### src/rtl/river_crossing_ctrl_if.sv
// Crossing request handshake between the player and the river crossing controller.
// The master presents a crossing type; the controller accepts it when ready.
interface river_crossing_ctrl_if;
  logic       move_valid;
  logic [1:0] move_sel;
  logic       move_ready;

  modport master (
    output move_valid,
    output move_sel,
    input  move_ready
  );

  modport slave (
    input  move_valid,
    input  move_sel,
    output move_ready
  );
endinterface

### src/rtl/river_crossing_ctrl.sv
// Farmer/wolf/goat/cabbage crossing sequencer with unattended-bank alarm.
// pos holds {F, C, G, W}; a bit of 1 means that actor is on the far bank.
module river_crossing_ctrl #(
  parameter int MAX_MOVES = 15,
  parameter int CNT_W     = 4
) (
  input  logic                  clk,
  input  logic                  rst,
  input  logic                  restart,
  river_crossing_ctrl_if.slave  bus,
  output logic [3:0]            pos,
  output logic                  alarm,
  output logic                  err,
  output logic                  win,
  output logic                  lose,
  output logic [CNT_W-1:0]      move_cnt,
  output logic [1:0]            state
);

  typedef enum logic [1:0] {
    PLAY  = 2'b00,
    CHECK = 2'b01,
    WIN   = 2'b10,
    LOSE  = 2'b11
  } state_t;

  state_t     st;
  logic [2:0] item;
  logic       legal;
  logic       u_c;
  logic       u_g;
  logic       u_w;
  logic       unsafe;

  // item is the one-hot passenger among {C, G, W}; zero when the farmer rows alone
  always_comb begin
    item = 3'b000;
    unique case (bus.move_sel)
      2'b01:   item = 3'b001;
      2'b10:   item = 3'b010;
      2'b11:   item = 3'b100;
      default: item = 3'b000;
    endcase
  end

  assign legal  = (item == 3'b000) || ((|(pos[2:0] & item)) == pos[3]);
  assign u_c    = pos[2] ^ pos[3];
  assign u_g    = pos[1] ^ pos[3];
  assign u_w    = pos[0] ^ pos[3];
  assign unsafe = (u_g & u_w) | (u_g & u_c);

  assign bus.move_ready = (st == PLAY);
  assign win            = (st == WIN);
  assign lose           = (st == LOSE);
  assign state          = st;

  always_ff @(posedge clk or posedge rst) begin
    if (rst) begin
      st       <= PLAY;
      pos      <= 4'b0000;
      move_cnt <= '0;
      alarm    <= 1'b0;
      err      <= 1'b0;
    end else begin
      err <= 1'b0;
      if (restart) begin
        st       <= PLAY;
        pos      <= 4'b0000;
        move_cnt <= '0;
        alarm    <= 1'b0;
      end else begin
        unique case (st)
          PLAY: begin
            if (bus.move_valid) begin
              if (legal) begin
                pos      <= pos ^ {1'b1, item};
                move_cnt <= move_cnt + CNT_W'(1);
                st       <= CHECK;
              end else begin
                err <= 1'b1;
              end
            end
          end
          CHECK: begin
            if (unsafe) begin
              st    <= LOSE;
              alarm <= 1'b1;
            end else if (pos == 4'b1111) begin
              st <= WIN;
            end else if (move_cnt == CNT_W'(MAX_MOVES)) begin
              st <= LOSE;
            end else begin
              st <= PLAY;
            end
          end
          WIN:  st <= WIN;
          LOSE: st <= LOSE;
        endcase
      end
    end
  end

endmodule
### src/flat_wrapper.sv
// flat-port wrapper written by rule: the top's interface ports become plain ports
module river_crossing_ctrl_flat 
#(
  parameter int MAX_MOVES = 15,
  parameter int CNT_W     = 4
)
  (clk, rst, restart, pos, alarm, err, win, lose, move_cnt, state, bus_move_valid, bus_move_sel, bus_move_ready);
  river_crossing_ctrl_if bus_i ();
  input  logic clk;
  input  logic rst;
  input  logic restart;
  output logic [3:0] pos;
  output logic alarm;
  output logic err;
  output logic win;
  output logic lose;
  output logic [CNT_W-1:0] move_cnt;
  output logic [1:0] state;
  input wire logic [$bits(bus_i.move_valid)-1:0] bus_move_valid;
  input wire logic [$bits(bus_i.move_sel)-1:0] bus_move_sel;
  output wire logic [$bits(bus_i.move_ready)-1:0] bus_move_ready;
  assign bus_i.move_valid = bus_move_valid;
  assign bus_i.move_sel = bus_move_sel;
  assign bus_move_ready = bus_i.move_ready;
  river_crossing_ctrl #(.MAX_MOVES(MAX_MOVES), .CNT_W(CNT_W)) u_core (.clk(clk), .rst(rst), .restart(restart), .bus(bus_i), .pos(pos), .alarm(alarm), .err(err), .win(win), .lose(lose), .move_cnt(move_cnt), .state(state));
endmodule
### config.mk
export PLATFORM = sky130hd
export DESIGN_NAME = river_crossing_ctrl_flat
export DESIGN_NICKNAME = d
export VERILOG_FILES = /design/src/rtl/river_crossing_ctrl_if.sv /design/src/rtl/river_crossing_ctrl.sv /design/src/flat_wrapper.sv
export SDC_FILE = /design/constraint.sdc
export NUM_CORES = 1
export LEC_CHECK = 0
export CORE_ASPECT_RATIO = 0.7
export CORE_UTILIZATION = 30
export DETAILED_ROUTE_END_ITERATION = 10
export GPL_TIMING_DRIVEN = 0
export PLACE_DENSITY = 0.53
export SKIP_CTS_REPAIR_TIMING = 1
export SYNTH_ARGS = -nofsm -noshare
export SYNTH_HDL_FRONTEND = slang
export SYNTH_SLANG_ARGS = --single-unit
### constraint.sdc
create_clock -name clk -period 3.1 [get_ports clk]
set_input_delay 0.31 -clock clk [delete_from_list [all_inputs] [get_ports clk]]
set_output_delay 0.31 -clock clk [all_outputs]
set_load 0.01 [all_outputs]
==> impl_metrics.tcl <==
set metrics [dict create \
    status "finished clean" \
    yosysMostFrequentCell "dfrtp_1" \
    post-route-util_pct 47.2 \
    worst_slew_pin_slew_ps 463 \
    fin_nets 103 \
    dieArea_um2 2450 \
    min_path_type "in -> async" \
    timing.fmax_ghz 0.466 \
    synth_common_cells "12 x dfrtp_1, 9 x nor2_1, 5 x ha_1" \
    ys_types 26 \
    leakage_nw 0.428 \
    cts-root-to-sink-buffers 2 \
    grt_setup_unrepaired "no" \
    cp-startpoint "bus_move_sel[0]" \
    htreeDepth 1 \
    placeableCoreArea_um2 1980 \
    mappedNetlistArea_um2 676 \
    critPathMaxFanout 10 \
    top_layer "met4" \
    post_dp_cell_area_um2 913 \
    clk_latency_ps 270 \
    reg2reg_from "u_core.pos[0]" \
    io_pins 21 \
    maxSlewViolCount 0 \
    synth_flop_cell "dfrtp_1" \
    synth_cells 67 \
    cp.required_ps 3240 \
    wl_met3_um 91 \
    peakVddDrop_uv 245 \
    fin_crit_ps 2150 \
    routabilityCongestion 0.742 \
    setup_viol 0 \
    maxSlewHeadroom_pct 69.1 \
    place_hpwl_um 1050 \
    port_buffers 20 \
    grt_pass1_wl_um 2330 \
    dieHeight_um 41.7 \
    routed_wirelength_um 1330 \
    synth.net_count 78 \
    drc 0 \
    fin_setup_tns_ps 0 \
    root_buffer "clkbuf_4" \
    die_width_um 58.7 \
    finClkSkew_ps 2.66 \
    grt_pass1_vias 529 \
    drive_above_1_share_pct 6.67 \
    antenna_cells 0 \
    drt_iter0_markers 11 \
    crit_type "in -> reg" \
    netlist.area_leader.share_pct 44.4 \
    yosysSeqAreaShare_pct 44.4 \
    met1Wirelength_um 653 \
    overflow 0 \
    row_count 13 \
    ys.warnings.count 0 \
    met2_length_um 577 \
    hold_viol_final 0 \
    synth_area_leaders "dfrtp_1 44%, ha_1 9.3%, mux2i_1 5.9%" \
    synth_top_cell_by_area "dfrtp_1" \
    vias 556 \
    hold_ws_ps 347 \
    synth_edf_count 0 \
    wl_per_cell_um 11.1 \
    timing.final.crit_share_pct 69.2 \
    antenna_left 0 \
    postSynth.asyncResetShare_pct 100 \
    start_util_pct 34.0 \
    fin_area_um2 936 \
    cts.sinks 12 \
    drt_first_pass_iters 5 \
    grt_max_degree 13 \
    avgSynthCellArea_um2 10.1 \
    tritoncts "yes" \
    syn_to_final_growth_pct 38.5 \
    ys_seq_elements 12 \
    clk_pin_slew_ps 70 \
    p_per_area_nw_per_um2 479 \
    via_per_inst 4.63 \
    numCtsBuffers 3 \
    antenna_found_initial 0 \
    worstPathArrival_ps 2290 \
    endpoint_kind "flop" \
    grt_use_total_pct 12.9 \
    max_cap_violations 0 \
    cp-start-kind "input port" \
    fillCellCount 221 \
]
[layout make-up]
type,count,area [um2],area share (%)
plain buffers,2,15.0,1.60
well taps,30,37.5,4.01
flip-flops and latches,12,300,32.1
clock buffers,3,22.5,2.41
inverters,3,11.3,1.20
multi-input cells,50,349,37.3
repair buffers,20,200,21.4
[critical path: stages]
cell             delay (ps)
clkdlybuf4s50_1         450
nor2b_1                 160
ha_1                    220
o31a_1                  320
o311ai_1                360
buf_6                   220
mux2i_1                 200
nor2_1                   50
[logic make-up after synthesis]
kind of cell,synth area share (%)
buffers and inverters,3.89
DFF,44.4
and+or+nand+nor,22.4
adders and majority gates,9.26
xor gates and xnor gates,2.59
AOI/OAI and AO/OA,11.5
muxes,5.93
[metrics by stage]
step / cells / setup slack (ps) / power (mW)
2_1_floorplan: 67 / 1260 / 0.291
3_3_place_gp: 117 / 656 / 0.360
3_5_place_dp: 117 / 630 / 0.360
4_1_cts: 120 / 913 / 0.456
5_1_grt: 120 / 776 / 0.483
6_report: 120 / 955 / 0.448
[state kept, by name, summed over array words and instances (netlist names)]
register         count
u_core.state         2
u_core.alarm         1
u_core.move_cnt      4
u_core.err           1
u_core.pos           4
[per-layer routing]
| layer | up-vias | track usage (%) |
|---|---|---|
| li1 | 285 | - |
| met1 | 253 | 16.3 |
| met2 | 16 | 19.5 |
| met3 | 2 | 6.54 |
| met4 | 0 | 2.86 |
| met5 | - | 0 |
[cell usage in the layout, fill, tap and decap left out, types with 2 or more instances in the layout]
master / Yosys / layout
a21oi_1: 4 / 4
and2_1: 2 / 2
clkbuf_4: 0 / 3
clkdlybuf4s50_1: 0 / 20
dfrtp_1: 12 / 12
ha_1: 5 / 5
inv_1: 3 / 3
mux2i_1: 4 / 4
nand3_1: 3 / 3
nor2_1: 9 / 9
nor2b_1: 4 / 4
o21ai_0: 3 / 3
or3_1: 2 / 2
xor2_1: 2 / 2
[power by group]
| part | internal (mW) | total (mW) | leakage [nW] | switching [mW] |
|---|---|---|---|---|
| Combinational | 0.0876 | 0.155 | 0.250 | 0.0675 |
| Clock | 0.0449 | 0.0930 | 0.0138 | 0.0481 |
| Sequential | 0.174 | 0.200 | 0.164 | 0.0260 |
| Total | 0.307 | 0.448 | 0.428 | 0.142 |
[worst paths after layout]
kind	to	slack, ps	depth (start not counted)
worst max-delay path	u_core.pos[2]	950	8
worst min-delay path	u_core.move_cnt[3]	350	2
worst max register to register	u_core.pos[2]	1130	6
worst min register to register	u_core.alarm	500	2
max in group asynchronous	u_core.move_cnt[1]	2440	2
min in group clk	u_core.alarm	500	2
No activity file was read; power rests on OpenSTA's default activity.
